### config.mk
export PLATFORM = sky130hd
export DESIGN_NAME = sobel_result_uart_reader
export DESIGN_NICKNAME = d
export VERILOG_FILES = /design/src/rtl/sobel_pkg.sv /design/src/rtl/uart_tx_byte.sv /design/src/rtl/sobel_result_uart_reader.sv
export SDC_FILE = /design/constraint.sdc
export NUM_CORES = 1
export LEC_CHECK = 0
export CORE_UTILIZATION = 50
export CTS_CLUSTER_SIZE = 16
export DETAILED_ROUTE_END_ITERATION = 6
export PLACE_DENSITY = 0.74
export SLEW_MARGIN = 20
export SYNTH_ARGS = -nofsm -noshare
export SYNTH_HDL_FRONTEND = slang
export SYNTH_SLANG_ARGS = --single-unit
### constraint.sdc
create_clock -name clk -period 2.09 [get_ports clk]
set_input_delay 0.209 -clock clk [delete_from_list [all_inputs] [get_ports clk]]
set_output_delay 0.209 -clock clk [all_outputs]
set_load 0.005 [all_outputs]
### src/rtl/sobel_pkg.sv
// Shared constants and state encodings for the Sobel result reader.
// The optional sync header (SOBEL_READER_HEADER_EN) uses HDR_BYTE0/HDR_BYTE1.
package sobel_pkg;

  localparam int IMG_W  = 128;
  localparam int IMG_H  = 128;
  localparam int ADDR_W = 14;
  localparam int PIX_W  = 8;

  localparam logic [PIX_W-1:0] HDR_BYTE0 = 8'hA5;
  localparam logic [PIX_W-1:0] HDR_BYTE1 = 8'h5A;

  typedef enum logic [2:0] {
    RD_IDLE,
    RD_HEADER,
    RD_HDR_WAIT,
    RD_FETCH,
    RD_CAPTURE,
    RD_SEND,
    RD_NEXT,
    RD_DONE
  } reader_state_t;

  typedef enum logic [1:0] {
    TX_IDLE,
    TX_START_BIT,
    TX_DATA_BITS,
    TX_STOP_BIT
  } tx_state_t;

endpackage

### src/rtl/uart_tx_byte.sv
// 8N1 UART byte transmitter: start bit, 8 data bits LSB first, stop bit.
// tx_done is a combinational pulse in the final cycle of the stop bit.
module uart_tx_byte
  import sobel_pkg::*;
#(
  parameter int CLKS_PER_BIT = 868
) (
  input  logic       clk,
  input  logic       rst,
  input  logic       tx_start,
  input  logic [7:0] tx_data,
  output logic       tx,
  output logic       tx_busy,
  output logic       tx_done
);

  localparam int                BAUD_W    = $clog2(CLKS_PER_BIT);
  localparam logic [BAUD_W-1:0] BAUD_LAST = BAUD_W'(CLKS_PER_BIT - 1);

  tx_state_t         state, state_n;
  logic [BAUD_W-1:0] baud, baud_n;
  logic [2:0]        bit_idx, bit_idx_n;
  logic [7:0]        shreg, shreg_n;
  logic              tx_n;
  logic              bit_end;

  assign bit_end = (baud == BAUD_LAST);
  assign tx_busy = (state != TX_IDLE);

  // NOTE: sequential state uses non-blocking assignments so every flop samples pre-edge values.
  always_ff @(posedge clk) begin
    if (rst) begin
      state   <= TX_IDLE;
      baud    <= '0;
      bit_idx <= '0;
      shreg   <= '0;
      tx      <= 1'b1;
    end else begin
      state   <= state_n;
      baud    <= baud_n;
      bit_idx <= bit_idx_n;
      shreg   <= shreg_n;
      tx      <= tx_n;
    end
  end

  // tx is registered: the level for each bit is decided on the edge that enters it.
  always_comb begin
    // NOTE: every output of this block gets a default first, so no path can infer a latch.
    state_n   = state;
    baud_n    = baud + 1'b1;
    bit_idx_n = bit_idx;
    shreg_n   = shreg;
    tx_n      = tx;
    tx_done   = 1'b0;
    case (state)
      TX_IDLE: begin
        baud_n = '0;
        if (tx_start) begin
          state_n = TX_START_BIT;
          shreg_n = tx_data;
          tx_n    = 1'b0;
        end
      end
      TX_START_BIT: begin
        if (bit_end) begin
          state_n   = TX_DATA_BITS;
          baud_n    = '0;
          bit_idx_n = '0;
          tx_n      = shreg[0];
        end
      end
      TX_DATA_BITS: begin
        if (bit_end) begin
          baud_n = '0;
          if (bit_idx == 3'd7) begin
            state_n = TX_STOP_BIT;
            tx_n    = 1'b1;
          end else begin
            bit_idx_n = bit_idx + 3'd1;
            shreg_n   = {1'b0, shreg[7:1]};
            tx_n      = shreg[1];
          end
        end
      end
      TX_STOP_BIT: begin
        if (bit_end) begin
          state_n = TX_IDLE;
          baud_n  = '0;
          tx_done = 1'b1;
        end
      end
      default: state_n = TX_IDLE;
    endcase
  end

endmodule

### src/rtl/sobel_result_uart_reader.sv
// Streams the binarized Sobel frame from the result BRAM over UART, one byte per pixel.
// Define SOBEL_READER_HEADER_EN to prefix each frame with the sync bytes 0xA5 0x5A.
module sobel_result_uart_reader #(
  parameter int CLKS_PER_BIT = 868,
  parameter int IMG_W        = sobel_pkg::IMG_W,
  parameter int IMG_H        = sobel_pkg::IMG_H,
  parameter int ADDR_W       = sobel_pkg::ADDR_W
) (
  input  logic              clk,
  input  logic              rst,
  input  logic              start,
  output logic [ADDR_W-1:0] read_address,
  output logic              read_enable,
  input  logic [7:0]        read_data,
  output logic              uart_tx,
  output logic              busy,
  output logic              frame_done
);

  import sobel_pkg::*;

  localparam logic [ADDR_W-1:0] LAST_PIX = ADDR_W'(IMG_W * IMG_H - 1);

  reader_state_t     state, state_n;
  logic              start_prev;
  logic              start_rise;
  logic [ADDR_W-1:0] pix_cnt, pix_cnt_n;
  logic [ADDR_W-1:0] addr_n;
  logic              tx_start;
  logic [7:0]        tx_data;
  logic              tx_busy;
  logic              tx_done;
`ifdef SOBEL_READER_HEADER_EN
  logic              hdr_cnt, hdr_cnt_n;
`endif

  assign start_rise  = start & ~start_prev;
  assign read_enable = (state == RD_FETCH);
  assign busy        = (state != RD_IDLE);
  assign frame_done  = (state == RD_DONE);

  always_ff @(posedge clk) begin
    if (rst) begin
      state        <= RD_IDLE;
      start_prev   <= 1'b0;
      pix_cnt      <= '0;
      read_address <= '0;
`ifdef SOBEL_READER_HEADER_EN
      hdr_cnt      <= 1'b0;
`endif
    end else begin
      state        <= state_n;
      start_prev   <= start;
      pix_cnt      <= pix_cnt_n;
      read_address <= addr_n;
`ifdef SOBEL_READER_HEADER_EN
      hdr_cnt      <= hdr_cnt_n;
`endif
    end
  end

  // read_address is loaded only on the edge that enters FETCH, so it holds between fetches.
  always_comb begin
    state_n   = state;
    pix_cnt_n = pix_cnt;
    addr_n    = read_address;
    tx_start  = 1'b0;
    tx_data   = read_data;
`ifdef SOBEL_READER_HEADER_EN
    hdr_cnt_n = hdr_cnt;
`endif
    case (state)
      RD_IDLE: begin
        if (start_rise) begin
`ifdef SOBEL_READER_HEADER_EN
          state_n   = RD_HEADER;
          hdr_cnt_n = 1'b0;
`else
          state_n = RD_FETCH;
          addr_n  = pix_cnt;
`endif
        end
      end
`ifdef SOBEL_READER_HEADER_EN
      RD_HEADER: begin
        tx_data = hdr_cnt ? HDR_BYTE1 : HDR_BYTE0;
        if (!tx_busy) begin
          tx_start = 1'b1;
          state_n  = RD_HDR_WAIT;
        end
      end
      RD_HDR_WAIT: begin
        if (tx_done) begin
          if (hdr_cnt) begin
            hdr_cnt_n = 1'b0;
            addr_n    = pix_cnt;
            state_n   = RD_FETCH;
          end else begin
            hdr_cnt_n = 1'b1;
            state_n   = RD_HEADER;
          end
        end
      end
`endif
      RD_FETCH: state_n = RD_CAPTURE;
      RD_CAPTURE: begin
        if (!tx_busy) begin
          tx_start = 1'b1;
          state_n  = RD_SEND;
        end
      end
      RD_SEND: begin
        if (tx_done) state_n = (pix_cnt == LAST_PIX) ? RD_DONE : RD_NEXT;
      end
      RD_NEXT: begin
        pix_cnt_n = pix_cnt + 1'b1;
        addr_n    = pix_cnt + 1'b1;
        state_n   = RD_FETCH;
      end
      RD_DONE: begin
        pix_cnt_n = '0;
        state_n   = RD_IDLE;
      end
      default: state_n = RD_IDLE;
    endcase
  end

  uart_tx_byte #(
    .CLKS_PER_BIT(CLKS_PER_BIT)
  ) u_tx (
    .clk     (clk),
    .rst     (rst),
    .tx_start(tx_start),
    .tx_data (tx_data),
    .tx      (uart_tx),
    .tx_busy (tx_busy),
    .tx_done (tx_done)
  );

endmodule

* Word-level counts from Yosys, hierarchy flattened *
Index checks and enable logic that the tools add are counted.

word-level totals
  flip-flop bits (word level) = 56
  bits of input ports = 11
  output and inout bits = 18

operators by class
  add/sub/neg operators = 3
  equality and inequality tests = 20
  muxes and demuxes = 33
  bitwise gates (word level) = 2
  reduce and logical (&&, ||, !) cells = 16

operators with widths
  kind                   count
  $pmux 14 s2            2
  $mux 8                 3
  $pmux 10 s2            1
  $mux 3                 6
  $pmux 8 s2             1
  $eq 3x3->1 const B     5
  $pmux 3 s5             1
  $add 14x1->14 const B  1
  $eq 14x14->1 const B   1
  $mux 14                1
  $reduce_and 4->1       3
  $add 10x1->10 const B  1
  $eq 10x10->1 const B   1
  $mux 10                1
  $mux 2                 5
  $ne 2x2->1 const B     5
  $reduce_bool 2->1      5
  $mux 1                 9
  $ne 2x1->1 const B     4
  $pmux 2 s4             1
  $pmux 3 s2             1
  $reduce_bool 3->1      2
  $reduce_and 5->1       1
  $eq 2x2->1 const B     2
  11 further kinds       11

* Logic depth before layout (Yosys ltp) *
  depth after elaboration = 5
  mapped depth = 7

* By module *
A second synthesis with hierarchy kept.

second synthesis, totals
  cells, all modules = 326
  area total of the unflattened synthesis = 2,961.6 sq um

modules (own cells, without submodules)
  module                    instances  cells each  area each (sq um)  seq. area each (sq um)
  sobel_result_uart_reader  1          188         1,645.3            640.6
  uart_tx_byte              1          138         1,316.3            480.5

* Worst setup path before layout *
OpenSTA, ideal clock, no wires.

  path type = flip-flop to flip-flop
  from = reg pix_cnt[0]
  to = reg read_address[12]
  data arrival time = 1.743 ns
  data required time = 1.999 ns
  slack = 0.256 ns
  cell stages (with the launch flop) = 6
  buffers on the path = 0
  cell sequence = dfxtp_1 -> ha_1 -> nand2_1 -> or4_4 -> or3_1 -> a311oi_1

between the ends
  longest elaborated chain between the ends = 2

ends and longest elaborated chain
  element                 line                             text
  from (decl)             sobel_result_uart_reader.sv:27   logic [ADDR_W-1:0] pix_cnt, pix_cnt_n;
  from (signal assigned)  sobel_result_uart_reader.sv:54   pix_cnt <= pix_cnt_n;
  $add 14x1->14           sobel_result_uart_reader.sv:117  addr_n = pix_cnt + 1'b1;
  $pmux 14 s2             sobel_result_uart_reader.sv:72   case (state)
  to (signal assigned)    sobel_result_uart_reader.sv:55   read_address <= addr_n;
  to (decl)               sobel_result_uart_reader.sv:12   output logic [ADDR_W-1:0] read_address,

Every way passes these cells.
A chain may end at the register's enable or synchronous reset.

* Final worst setup path *
  from = reg state[1]
  to = out read_enable

between the ends
  longest elaborated chain between the ends = 1

ends and longest elaborated chain
  element                 line                            text
  from (decl)             sobel_result_uart_reader.sv:24  reader_state_t state, state_n;
  from (signal assigned)  sobel_result_uart_reader.sv:52  state <= state_n;
  $eq 3x2->1              sobel_result_uart_reader.sv:38  assign read_enable = (state == RD_FETCH);
  to (decl)               sobel_result_uart_reader.sv:13  output logic read_enable,

Every way passes these cells.

==> key figures <==
Final layout
  • Number of fill cells: ~450
  • Final Util: a little over three fifths
  • NumNets Final: about 370
  • Register Area: ~1100 µm²
  • Share of cells above drive strength 1: between 10 and 15%
  • Synth-to-Final Area Change: 19.5%
  • Multi-input logic area: approximately 1500 µm²
  • ANT cells: 0

Worst setup path
  • Crit. End Element: output pin
  • Arrival @ worst endpoint: ~1.8 ns
  • Worst EP required: ~1.9 ns
  • Crit path launch type: flip-flop
  • R2r startpoint: pix_cnt[0]
  • Critical path class: flip-flop to output pin
  • Critical Path Fanout Max: 12
  • CP Launch Point: state[1]

STA
  • Unrepaired setup endpoints after global routing: false
  • Clock Skew: around 0.011 ns
  • Max Slew Vio Count: 0
  • Final cycle utilization of the critical path: 94.9%
  • Setup Viol. Count Final: 0
  • Sum Neg Setup Slack: 0 ns
  • Worst-Margin Slew: slightly above 0.4 ns
  • WHS: roughly 0.47 ns
  • Fin crit period: about 2.0 ns
  • Maximum clock rate: between 0.5 and 0.6 GHz
  • Endpoints failing hold: 0
  • Slew headroom: approximately 73%

Logic synthesis
  • Simple-gate portion of the synthesized area: 23.5%
  • Post-synth EDFFs: 0
  • Adder-cell area share of the yosys netlist: under 10%
  • Flops & latches, synth: 56
  • Yosys warning total: 0
  • Post-synthesis instance area: between 2000 and 3000 µm²
  • Mean Syn Cell Area: approximately 8.7 µm²
  • Asr flop ratio synth: 0%
  • XOR/XNOR share of the synthesized area: slightly above 6%
  • Post-synth top flop: dfxtp_1
  • Largest family of logic cells by synthesized area: simple AND/OR/NAND/NOR gates
  • Post-synthesis mux area share: about 2.2%
  • Register area share after synthesis: about 40%
  • Compound-Gate Fraction of Synth Area: about a fifth
  • Synthesized Nets: around 340
  • Count of different cell masters after synthesis: 55
  • Synth Instances: between 300 and 400

Clock tree
  • H-tree Lvls: 2
  • Hold_buf cts: 0
  • CTS tree: yes
  • Root Driver: clkbuf_8
  • CTS Sinks: 56
  • Clock Latency Late Sink: 0.31 ns
  • Clk pin slew, worst setup/hold paths: approximately 0.1 ns
  • TritonCTS Buffers: 5
  • Deepest clock path buffer count: 2

Hold path
  • Min-delay src: u_tx.baud[0]
  • Hold Crit Class: flip-flop to flip-flop

Routing
  • DRC Markers: 0
  • Post-DR wirelength/cell: 13.0 µm
  • Drt first-iter violations: about 120
  • Total number of vias: approximately 2300
  • Routed Antenna Nets: 0
  • DR vias/cell: between 5 and 6
  • Initial DRT Pass Iterations: 4
  • Routed wire length: between 5000 and 6000 µm

Floorplan
  • Die height: about 76 µm
  • Core ar.: around 5200 µm²
  • Initial Util: a little over half
  • Die footprint: 5780 µm²
  • IO Pins: 29
  • Row count: 26
  • DIE WIDTH: 76.0 µm

Global routing
  • Top Usage Layer GRT: met2
  • Largest net degree at the start of global routing: 29
  • Via count of the first global-routing pass: roughly 2100
  • GR Util All Layers: just over 20%
  • Remaining Overflow, GRT: 0
  • Met2 Use GR: approximately a third
  • Initial antenna violation count: 0
  • M3 GR Usage: 3.59%
  • First-pass GRT wire length: about 9600 µm
  • M1 GR Usage: about a quarter

Power and ir drop
  • Cell Pwr Density: around 820 nW/µm²
  • Worst VDD drop: 0.490 mV
  • Leak pwr: 0.00118 µW

Job
  • Max-cap violations: 0

Place
  • GP Congestion: 0.825
  • Post-DP HPWL: 3980 µm
  • PortBufs: 28

Run status
  • Status: complete, no violations
-- worst max-delay path: stages (launching register included) --
cell             delay [ns]
dfxtp_2                0.49
nor2b_1                0.27
and2_1                 0.21
clkdlybuf4s50_1        0.51
-- what timing repair did --
action,4_1_cts,5_1_grt
setup buffers,0,1
endpoints found under the hold margin,0,0
pin swaps,0,1
resized for setup,1,2
endpoints found under the setup margin,1,10
-- metal layers --
metal | vias up | wire (µm)
li1 | 1193 | -
met1 | 1038 | 2680
met2 | 42 | 2540
met3 | 11 | 127
met4 | 0 | 92
met5 | - | 0
-- cells in the final DEF, fill, tap and decap left out, types with 6 or more instances in the layout --
cell type        count
a211oi_1            11
a21oi_1             17
buf_4               15
clkbuf_8             6
clkdlybuf4s50_1     28
dfxtp_1             55
ha_1                 8
inv_1               16
nand2_1             22
nand3_1             12
nor2_1              38
nor3_1               8
o21ai_0              7
o221a_2              7
or3_1                7
xnor2_1             12
xor2_1               7
-- sequential cells by signal (all words and copies together), names as in the netlist --
| name | cells |
|---|---|
| pix_cnt | 14 |
| u_tx.baud | 10 |
| u_tx.shreg | 8 |
| state | 3 |
| read_address | 14 |
| u_tx.tx | 1 |
| u_tx.state | 2 |
| start_prev | 1 |
| u_tx.bit_idx | 3 |
-- worst paths after layout --
kind	to	slack [ns]	depth (start not counted)
max	read_enable	0.11	3
min	u_tx.baud[0]	0.47	1
max reg2reg	read_address[12]	0.13	5
min reg2reg	u_tx.baud[0]	0.47	1
-- where the power goes --
part	internal, µW	total, µW	leakage, µW	switching, µW
registers	1200	1310	0.000455	115
clock network	269	614	0.0000434	345
logic	419	758	0.000685	339
-- cells in the mapped netlist, drive strengths merged, types with 4 or more instances --
library cell	instances	area, µm²
a211oi	11	82.6
a21o	4	30.0
a21oi	17	85.1
and3	5	31.3
buf	4	20.0
clkbuf	15	57.6
dfxtp	56	1120
ha	8	100
inv	16	60.1
mux2i	5	50.1
nand2	22	82.6
nand3	12	60.1
nor2	38	143
nor2b	5	31.3
nor3	8	40.0
nor4	5	31.3
o21ai	7	35.0
o221a	7	78.8
or3	7	43.8
xnor2	12	105
xor2	7	61.3
-- through the flow --
stage | area [µm²] | std cells | setup WS (ns) | power (µW)
2_1_floorplan | 2740 | 316 | 0.256 | 1750
3_3_place_gp | 3160 | 410 | 0.0903 | 2080
3_5_place_dp | 3160 | 410 | 0.0994 | 2090
4_1_cts | 3260 | 418 | 0.0829 | 2720
5_1_grt | 3280 | 419 | 0.00765 | 2860
6_report | 3280 | 419 | 0.108 | 2680
-- area by class of cell --
class	instances	share of cell area [%]
clock buffer	6	2.52
clock inverter	2	0.458
inverter	16	1.83
multi-input combinational	225	45.7
sequential	56	34.2
tap	70	2.67
timing repair buffer	44	12.6
-- kinds of logic (layout without fill, tap and decap cells) --
logic type / after synthesis / count (layout)
and+or+nand+nor: 123 / 123
DFF: 56 / 56
xor gates and xnor gates: 19 / 19
muxes: 6 / 6
buffers and inverters: 35 / 68
adders and majority gates: 8 / 8
AOI/OAI and AO/OA: 69 / 69
No activity file was read; power rests on OpenSTA's default activity.
